$ cat src/rtl/ayatsuki_core.sv
// Single-cycle RV32I subset core: one instruction retires per rising clk.
// Memory-side outputs are combinational from PC, inst_i and the register file.
module ayatsuki_core (
  input  logic        clk,
  input  logic        rst_n,
  input  logic [31:0] inst_i,
  output logic [31:0] inst_addr_o,
  output logic        mem_w_enable_o,
  output logic        mem_r_enable_o,
  output logic        mem_enable_o,
  output logic [31:0] mem_w_addr_o,
  output logic [31:0] mem_r_addr_o,
  input  logic [31:0] mem_data_i,
  output logic [31:0] mem_data_o
);

  localparam logic [6:0] OP_LUI    = 7'b0110111;
  localparam logic [6:0] OP_AUIPC  = 7'b0010111;
  localparam logic [6:0] OP_JAL    = 7'b1101111;
  localparam logic [6:0] OP_JALR   = 7'b1100111;
  localparam logic [6:0] OP_BRANCH = 7'b1100011;
  localparam logic [6:0] OP_LOAD   = 7'b0000011;
  localparam logic [6:0] OP_STORE  = 7'b0100011;
  localparam logic [6:0] OP_IMM    = 7'b0010011;
  localparam logic [6:0] OP_REG    = 7'b0110011;

  logic [31:0] pc_q, pc_d;
  logic [31:0] rf_q [32];

  logic [6:0]  opcode, funct7;
  logic [4:0]  rd, rs1, rs2;
  logic [2:0]  funct3;
  logic [31:0] imm_i, imm_s, imm_b, imm_u, imm_j;
  logic [31:0] rs1_val, rs2_val, alu_b, alu_y;
  logic [31:0] pc_plus4, ld_addr, st_addr, wb_data;
  logic        alu_alt, op_imm_ok, op_reg_ok, br_taken;
  logic        wb_en, rd_en, wr_en;

  assign opcode = inst_i[6:0];
  assign rd     = inst_i[11:7];
  assign funct3 = inst_i[14:12];
  assign rs1    = inst_i[19:15];
  assign rs2    = inst_i[24:20];
  assign funct7 = inst_i[31:25];

  assign imm_i = {{20{inst_i[31]}}, inst_i[31:20]};
  assign imm_s = {{20{inst_i[31]}}, inst_i[31:25], inst_i[11:7]};
  assign imm_b = {{19{inst_i[31]}}, inst_i[31], inst_i[7], inst_i[30:25], inst_i[11:8], 1'b0};
  assign imm_u = {inst_i[31:12], 12'd0};
  assign imm_j = {{11{inst_i[31]}}, inst_i[31], inst_i[19:12], inst_i[20], inst_i[30:21], 1'b0};

  assign rs1_val  = (rs1 == 5'd0) ? 32'd0 : rf_q[rs1];
  assign rs2_val  = (rs2 == 5'd0) ? 32'd0 : rf_q[rs2];
  assign pc_plus4 = pc_q + 32'd4;
  assign ld_addr  = rs1_val + imm_i;
  assign st_addr  = rs1_val + imm_s;

  // funct7 only selects SUB/SRA; any other non-zero value makes the op a NOP
  assign op_imm_ok = (funct3 == 3'b001) ? (funct7 == 7'b0000000) :
                     (funct3 == 3'b101) ? (funct7 == 7'b0000000 || funct7 == 7'b0100000) : 1'b1;
  assign op_reg_ok = (funct7 == 7'b0000000) ||
                     (funct7 == 7'b0100000 && (funct3 == 3'b000 || funct3 == 3'b101));
  assign alu_alt   = (opcode == OP_REG) ? funct7[5] : ((funct3 == 3'b101) && funct7[5]);
  assign alu_b     = (opcode == OP_REG) ? rs2_val : imm_i;

  // ALU shared by register-register and register-immediate forms
  always_comb begin
    alu_y = 32'd0;
    case (funct3)
      3'b000:  alu_y = alu_alt ? (rs1_val - alu_b) : (rs1_val + alu_b);
      3'b001:  alu_y = rs1_val << alu_b[4:0];
      3'b010:  alu_y = {31'd0, ($signed(rs1_val) < $signed(alu_b))};
      3'b011:  alu_y = {31'd0, (rs1_val < alu_b)};
      3'b100:  alu_y = rs1_val ^ alu_b;
      3'b101:  alu_y = alu_alt ? 32'($signed(rs1_val) >>> alu_b[4:0]) : (rs1_val >> alu_b[4:0]);
      3'b110:  alu_y = rs1_val | alu_b;
      3'b111:  alu_y = rs1_val & alu_b;
      default: alu_y = 32'd0;
    endcase
  end

  // Branch condition; reserved funct3 values never branch
  always_comb begin
    br_taken = 1'b0;
    case (funct3)
      3'b000:  br_taken = (rs1_val == rs2_val);
      3'b001:  br_taken = (rs1_val != rs2_val);
      3'b100:  br_taken = ($signed(rs1_val) < $signed(rs2_val));
      3'b101:  br_taken = ($signed(rs1_val) >= $signed(rs2_val));
      3'b110:  br_taken = (rs1_val < rs2_val);
      3'b111:  br_taken = (rs1_val >= rs2_val);
      default: br_taken = 1'b0;
    endcase
  end

  // Main decode: next PC, writeback and memory request
  always_comb begin
    pc_d    = pc_plus4;
    wb_en   = 1'b0;
    wb_data = 32'd0;
    rd_en   = 1'b0;
    wr_en   = 1'b0;
    case (opcode)
      OP_LUI: begin
        wb_en   = 1'b1;
        wb_data = imm_u;
      end
      OP_AUIPC: begin
        wb_en   = 1'b1;
        wb_data = pc_q + imm_u;
      end
      OP_JAL: begin
        wb_en   = 1'b1;
        wb_data = pc_plus4;
        pc_d    = pc_q + imm_j;
      end
      OP_JALR: begin
        if (funct3 == 3'b000) begin
          wb_en   = 1'b1;
          wb_data = pc_plus4;
          pc_d    = (rs1_val + imm_i) & ~32'd1;
        end else begin
          wb_en   = 1'b0;
        end
      end
      OP_BRANCH: begin
        if (br_taken) begin
          pc_d = pc_q + imm_b;
        end else begin
          pc_d = pc_plus4;
        end
      end
      OP_LOAD: begin
        if (funct3 == 3'b010) begin
          rd_en   = 1'b1;
          wb_en   = 1'b1;
          wb_data = mem_data_i;
        end else begin
          rd_en   = 1'b0;
        end
      end
      OP_STORE: begin
        if (funct3 == 3'b010) begin
          wr_en = 1'b1;
        end else begin
          wr_en = 1'b0;
        end
      end
      OP_IMM: begin
        if (op_imm_ok) begin
          wb_en   = 1'b1;
          wb_data = alu_y;
        end else begin
          wb_en   = 1'b0;
        end
      end
      OP_REG: begin
        if (op_reg_ok) begin
          wb_en   = 1'b1;
          wb_data = alu_y;
        end else begin
          wb_en   = 1'b0;
        end
      end
      default: begin
        wb_en = 1'b0;
      end
    endcase
  end

  // rst_n gates the requests directly so a mid-cycle reset kills a store at once
  assign inst_addr_o    = pc_q;
  assign mem_r_enable_o = rd_en & rst_n;
  assign mem_w_enable_o = wr_en & rst_n;
  assign mem_enable_o   = mem_r_enable_o | mem_w_enable_o;
  assign mem_r_addr_o   = mem_r_enable_o ? ld_addr : 32'd0;
  assign mem_w_addr_o   = mem_w_enable_o ? st_addr : 32'd0;
  assign mem_data_o     = mem_w_enable_o ? rs2_val : 32'd0;

  // PC and register file; x0 is never written so it stays zero
  always_ff @(posedge clk or negedge rst_n) begin
    if (!rst_n) begin
      pc_q <= 32'd0;
      for (int i = 0; i < 32; i++) begin
        rf_q[i] <= 32'd0;
      end
    end else begin
      pc_q <= pc_d;
      if (wb_en && (rd != 5'd0)) begin
        rf_q[rd] <= wb_data;
      end
    end
  end

endmodule

$ cat config.mk
export PLATFORM = sky130hd
export DESIGN_NAME = ayatsuki_core
export DESIGN_NICKNAME = d
export VERILOG_FILES = /design/src/rtl/ayatsuki_core.sv
export SDC_FILE = /design/constraint.sdc
export NUM_CORES = 2
export LEC_CHECK = 0
export ABC_CLOCK_PERIOD_IN_PS = 5200
export CAP_MARGIN = 40
export CORE_UTILIZATION = 28
export DETAILED_ROUTE_END_ITERATION = 8
export DONT_BUFFER_PORTS = 1
export PLACE_DENSITY_LB_ADDON = 0.12
export SYNTH_ARGS = -nofsm -noshare
export SYNTH_HDL_FRONTEND = slang
export SYNTH_SLANG_ARGS = --single-unit
export TNS_END_PERCENT = 20
$ cat constraint.sdc
create_clock -name clk -period 5.2 [get_ports clk]
set_input_delay 0.52 -clock clk [delete_from_list [all_inputs] [get_ports clk]]
set_output_delay 0.52 -clock clk [all_outputs]
set_load 0.1 [all_outputs]
=== Word-level counts from Yosys, hierarchy flattened ===
Cells that the tools add are included.
W data, S select, Z words.

* Shifts and indexed selects: 3
* Equality and inequality tests: 19
* $add $sub $neg: 8
* Order comparisons: 10
* Bitwise gates (word level): 9
* Reductions and logical operators: 13
* Mux-type cells: 37

{| class="wikitable"
|+ Operators by type and width
! kind !! number
|-
| $bwmux W1024 || 1
|-
| $mux W32 || 19
|-
| $bmux W32 S5 || 2
|-
| $pmux W32 S8 || 1
|-
| $pmux W32 S7 || 1
|-
| $add A32 B32 Y32 || 6
|-
| $demux W32 S5 || 1
|-
| $lt A32 B32 Y1 || 4
|-
| $pmux W32 S3 || 1
|-
| $ge A32 B32 Y1 || 2
|-
| $add A32 B3 Y32 const B || 1
|-
| $and A32 B32 Y32 || 1
|-
| $eq A32 B32 Y1 || 1
|-
| $ne A32 B32 Y1 || 1
|-
| $or A32 B32 Y32 || 1
|-
| $shl A32 B5 Y32 || 1
|-
| $shr A32 B5 Y32 || 1
|-
| $sshr A32 B5 Y32 || 1
|-
| $sub A32 B32 Y32 || 1
|-
| $xor A32 B32 Y32 || 1
|-
| $eq A7 B6 Y1 const B || 4
|-
| $eq A7 B7 Y1 const B || 3
|-
| $ge A6 B6 Y1 const B || 3
|-
| $not A5 Y6 || 3
|-
| 18 further kinds || 38
|}

* Flip-flop bits (word level): 1,056
* Input bits: 66
* Output and inout port bits: 131
* Word-level logic and storage cells: 132

=== Longest topological paths before layout ===
* Depth after elaboration: 12
* Depth in mapped cells: 30
* Gate-level depth less buffers: 20

=== Least setup slack after synthesis ===
OpenSTA, ideal clock, no wires.

* Path kind: input to register
* Start: input inst_i[20]
* End: register rf_q[253] (netlist name)
* Library setup time: 125 ps
* Arrival time: 6,642 ps
* Stages on the path: 28
* Path slack: -1,566 ps
* Cell sequence: buf_4 > buf_6 > buf_6 > buf_4 > clkbuf_1 > buf_1 > clkbuf_1 > mux2i_1 > o221ai_1 > a21oi_1 > nor3_1 > o21ai_0 > o21a_1 > ha_1 > clkbuf_1 > nor4_1 > a221oi_1 > nand2_1 > a21oi_1 > o31ai_1 > a31oi_1 > o21ai_0 > a2111oi_0 > or4_1 > a21oi_1 > o31ai_4 > buf_2 > mux2_2

* Longest elaborated chain between the ends: 12
* Elaborated cells between the ends (all ways): 23

{| class="wikitable"
|+ RTL lines
! element !! line !! text
|-
| start, declared || 6 || <nowiki>input logic [31:0] inst_i,</nowiki>
|-
| $not A5 Y6 (not written as such) || 53 || <nowiki>assign rs2_val = (rs2 == 5'd0) ? 32'd0 : rf_q[rs2];</nowiki>
|-
| $bmux W32 S5 || 53 ||
|-
| $mux W32 (not written as such) (2 in series) || 53 ||
|-
| $mux W32 || 53 ||
|-
| $mux W32 || 64 || <nowiki>assign alu_b = (opcode == OP_REG) ? rs2_val : imm_i;</nowiki>
|-
| $add A32 B32 Y32, or another cell as far along || 70 || <nowiki>3'b000: alu_y = alu_alt ? (rs1_val - alu_b) : (rs1_val + alu_b);</nowiki>
|-
| $mux W32 (on tied branches) || 70, 75 ||
|-
| $pmux W32 S8 || 69 || <nowiki>case (funct3)</nowiki>
|-
| $mux W32 (on tied branches) || 158, 150 ||
|-
| $pmux W32 S7 * || 103 || <nowiki>case (opcode)</nowiki>
|-
| $bwmux W1024 * || 190 || <nowiki>rf_q[rd] <= wb_data;</nowiki>
|-
| end signal, assigned by index || 190 ||
|-
| end, declared || 28 || <nowiki>logic [31:0] rf_q [32];</nowiki>
|}

Every way passes the cells marked *; elsewhere a longest branch is shown, timed or not. The select of a mux whose other input is x is not followed.
A chain may end at the register's enable or synchronous reset.

=== Worst setup path after layout ===
* Start: input inst_i[21]
* End: register rf_q[634] (netlist name)

The elaborated chain is that of the path after synthesis.

==> run metrics <==
DRC viols=0; peak supply drop=0.330 mV; H-tree Lvls=4; Placed Cells incl. Taps=12100; Setup crit start kind=primary input; count leader, synth=dfrtp_1; WP depth=26; Post-Syn Instances=7663; reg2reg path depth=25; failing checks=slew limit, setup timing; Post-synth EDFFs=0; Worst path top cell family by delay=compound AO/OA/AOI/OAI gates; num ports=197; post-DR vias/cell=5.76; #FFs+latches synth=1055; fin util=0.385; DRT antenna net count=0; crit path time final=6270 ps; RSZ-0062 raised after global routing=true; Setup CP Type=primary input to flop; Die Wd=just over 500 µm; clock sink total=1055; worst slack, placed=-1880 ps; Synth-to-Final Area Change=36.2%; Distinct cells, synth=118; CP Buf/Inv Count=7; Fmax achieved=160 MHz; global route overflow=0; Global Route Usage Sum=0.297; CTS tree=yes; final worst slack=-1070 ps; fraction of layout cells with a size suffix above 1=0.384; final cell count without fillers=approximately 13000; Die ar.=0.267 mm²; final WL=420 mm; post-placement cell area=0.0918 mm²; setup_tns=-611120 ps; drt pass-1 iters=6; slowest cell on the critical path=or2_4; first-pass GRT wire length=561 mm; Power Dens Cells=261 mW/mm²; drt first-iter violations=7200; Least-Margin Pin Slew=between 1500 and 2000 ps; Layout Cell Area excl Fill=approximately 0.1 mm²; Top cell by count, worst path=buf_4; max_cap viols=0; Worst Setup End Kind=flop; Max FO, Critical Path=140; dpl hpwl=around 280 mm; antenna violations before repair=27; Async SR Flop Fraction=1.00; DR vias=72100; P_leak=43.9 nW; sequential-to-total area share from yosys stat=0.355; area share of the largest cell type after synthesis=0.355; largest net degree at the start of global routing=378; Synth area leaders=dfrtp_1, mux4_2, mux2_2; final hold vios=0; clk_lat worst skew=830 ps; WP data arrival=a little under 7000 ps; pins over their slew limit=29; slowest stage delay, CP=670 ps; Hold Crit Class=primary input to flop; chip height=approximately 520 µm; WL/cell=roughly 34 µm; # setup viols final=1047; Mean Syn Cell Area=9.70 µm²; Synth Warn #=0; CTS buffer count=135; leading area contributor after synthesis=dfrtp_1; Post-Syn Area=0.0743 mm²; number of global-route vias before repair=69600; Net count, final=9190; Req. time, crit path=between 5000 and 6000 ps; status=finished with violations; final period utilization=1.21; Clock Skew=~54 ps; Buffers on Ports=0; Core ar.=around 0.26 mm²; Initial Utilization=0.283; ys flop type=dfrtp_1; CTS clk-pin slew, worst paths=60 ps; Worst Hold Depth=3; Placer Congestion=slightly above 1; Max transition margin=-0.0277; FP Rows=188; CTS Root Cell=clkbuf_16; Longest Clk Path Bufs=3; top cells by count, synth=dfrtp_1, nand2_1, a21oi_1; syn_nets=about 8000
-- metal layers --
| metal | part of all wire | wire length [µm] | GRT usage | vias to the layer above |
|---|---|---|---|---|
| met5 | 0.00019 | 80 | 0 | - |
| met4 | 0.051 | 21500 | 0.131 | 12 |
| met3 | 0.078 | 32600 | 0.0532 | 687 |
| met2 | 0.44 | 186000 | 0.462 | 3165 |
| met1 | 0.43 | 180000 | 0.401 | 37200 |
| li1 | - | - | - | 31100 |
-- cells in the final DEF, fill, tap and decap left out, types with 43 or more instances in the layout --
master        n
nand4_1      43
nor2_4       45
a21oi_1     503
a22oi_1      61
a21o_1       75
inv_1       126
buf_6        44
mux2_2      315
ha_1        195
o21a_1       44
nor3_1      104
xor2_1       49
mux4_2      324
o21ai_1     161
o21ai_0     423
a21oi_2     102
a211oi_1     93
o21ai_2      62
mux2_4      116
nand3_1      72
nand2_1     715
buf_12      202
dfrtp_1    1055
buf_4      1523
o221ai_1    107
clkbuf_16   164
o211ai_1     46
nor2_1      452
o22ai_1     111
mux2i_1     450
xnor2_1      83
nor2_2       83
-- kinds of logic (layout without fill, tap and decap cells) --
group                      after synthesis  in the layout  share of synthesized area
AOI/OAI and AO/OA                     2306           2306                      0.200
xor gates and xnor gates               152            152                     0.0179
adders and majority gates              227            227                     0.0389
buffers and inverters                  879           2216                     0.0536
DFF                                   1055           1055                      0.355
muxes                                 1214           1214                      0.226
other                                    1             17                  0.0000505
and+or+nand+nor                       1829           1829                      0.108
-- metrics by stage --
step	power (mW)	hold WS [ps]
finish	26.4	102
global route	27.3	100
CTS	25.9	12.3
detailed placement	15.9	229
global placement	16.0	230
floorplan	12.9	224
-- worst paths after layout --
check	slack (ps)	startpoint	to
max	-1070	inst_i[21]	rf_q[634]$_DFFE_PN0P_
min	100	inst_i[10]	rf_q[897]$_DFFE_PN0P_
max reg2reg	-340	rf_q[76]$_DFFE_PN0P_	rf_q[634]$_DFFE_PN0P_
min reg2reg	400	rf_q[994]$_DFFE_PN0P_	rf_q[994]$_DFFE_PN0P_
max in group asynchronous	1580	rst_n	rf_q[920]$_DFFE_PN0P_
min in group asynchronous	340	rst_n	rf_q[744]$_DFFE_PN0P_
-- worst register-to-register path, cell delays in order, from the launching register on --
cell and delay, ps:
dfrtp_1 380, mux4_2 470, a22o_1 290, a2111oi_4 300, buf_4 220, nor3_4 70, and2_4 180, buf_6 110
ha_4 260, nor3_4 140, nand2_2 80, or3_4 380, a211o_1 340, o211ai_1 220, buf_4 200, nand4_1 170
a31oi_4 290, buf_6 130, nor2_2 30, a2bb2oi_2 130, mux2i_2 170, buf_6 160, a31oi_4 200, buf_12 180
clkbuf_16 200, o21ai_1 80
-- cell type report --
class / count / area [µm²]
inverter: 142 / 539
timing repair buffer: 1834 / 17400
sequential: 1055 / 26400
fill: 26300 / 162000
clock buffer: 199 / 3940
clock inverter: 41 / 568
antenna: 16 / 40.0
multi-input combinational: 5729 / 47900
tap: 3515 / 4400
-- flip-flops by register name, summed over array words and instances (netlist names) --
| name | count |
|---|---|
| inst_addr_o | 31 |
| rf_q | 1024 |
-- repair_timing --
item | CTS | global route
resized for setup | 226 | 364
setup endpoints to repair | 849 | 1105
hold buffers | 5 | 0
pin swaps | 105 | 124
hold endpoints to repair | 301 | 0
setup buffers | 45 | 61
gates cloned | 2 | 38
-- where the power goes --
part / switching [mW] / internal (mW) / total [mW]
sequential: 0.181 / 8.40 / 8.58
clock: 4.09 / 5.60 / 9.69
combinational: 5.09 / 3.02 / 8.11
Power figures use the tool's default switching activity.
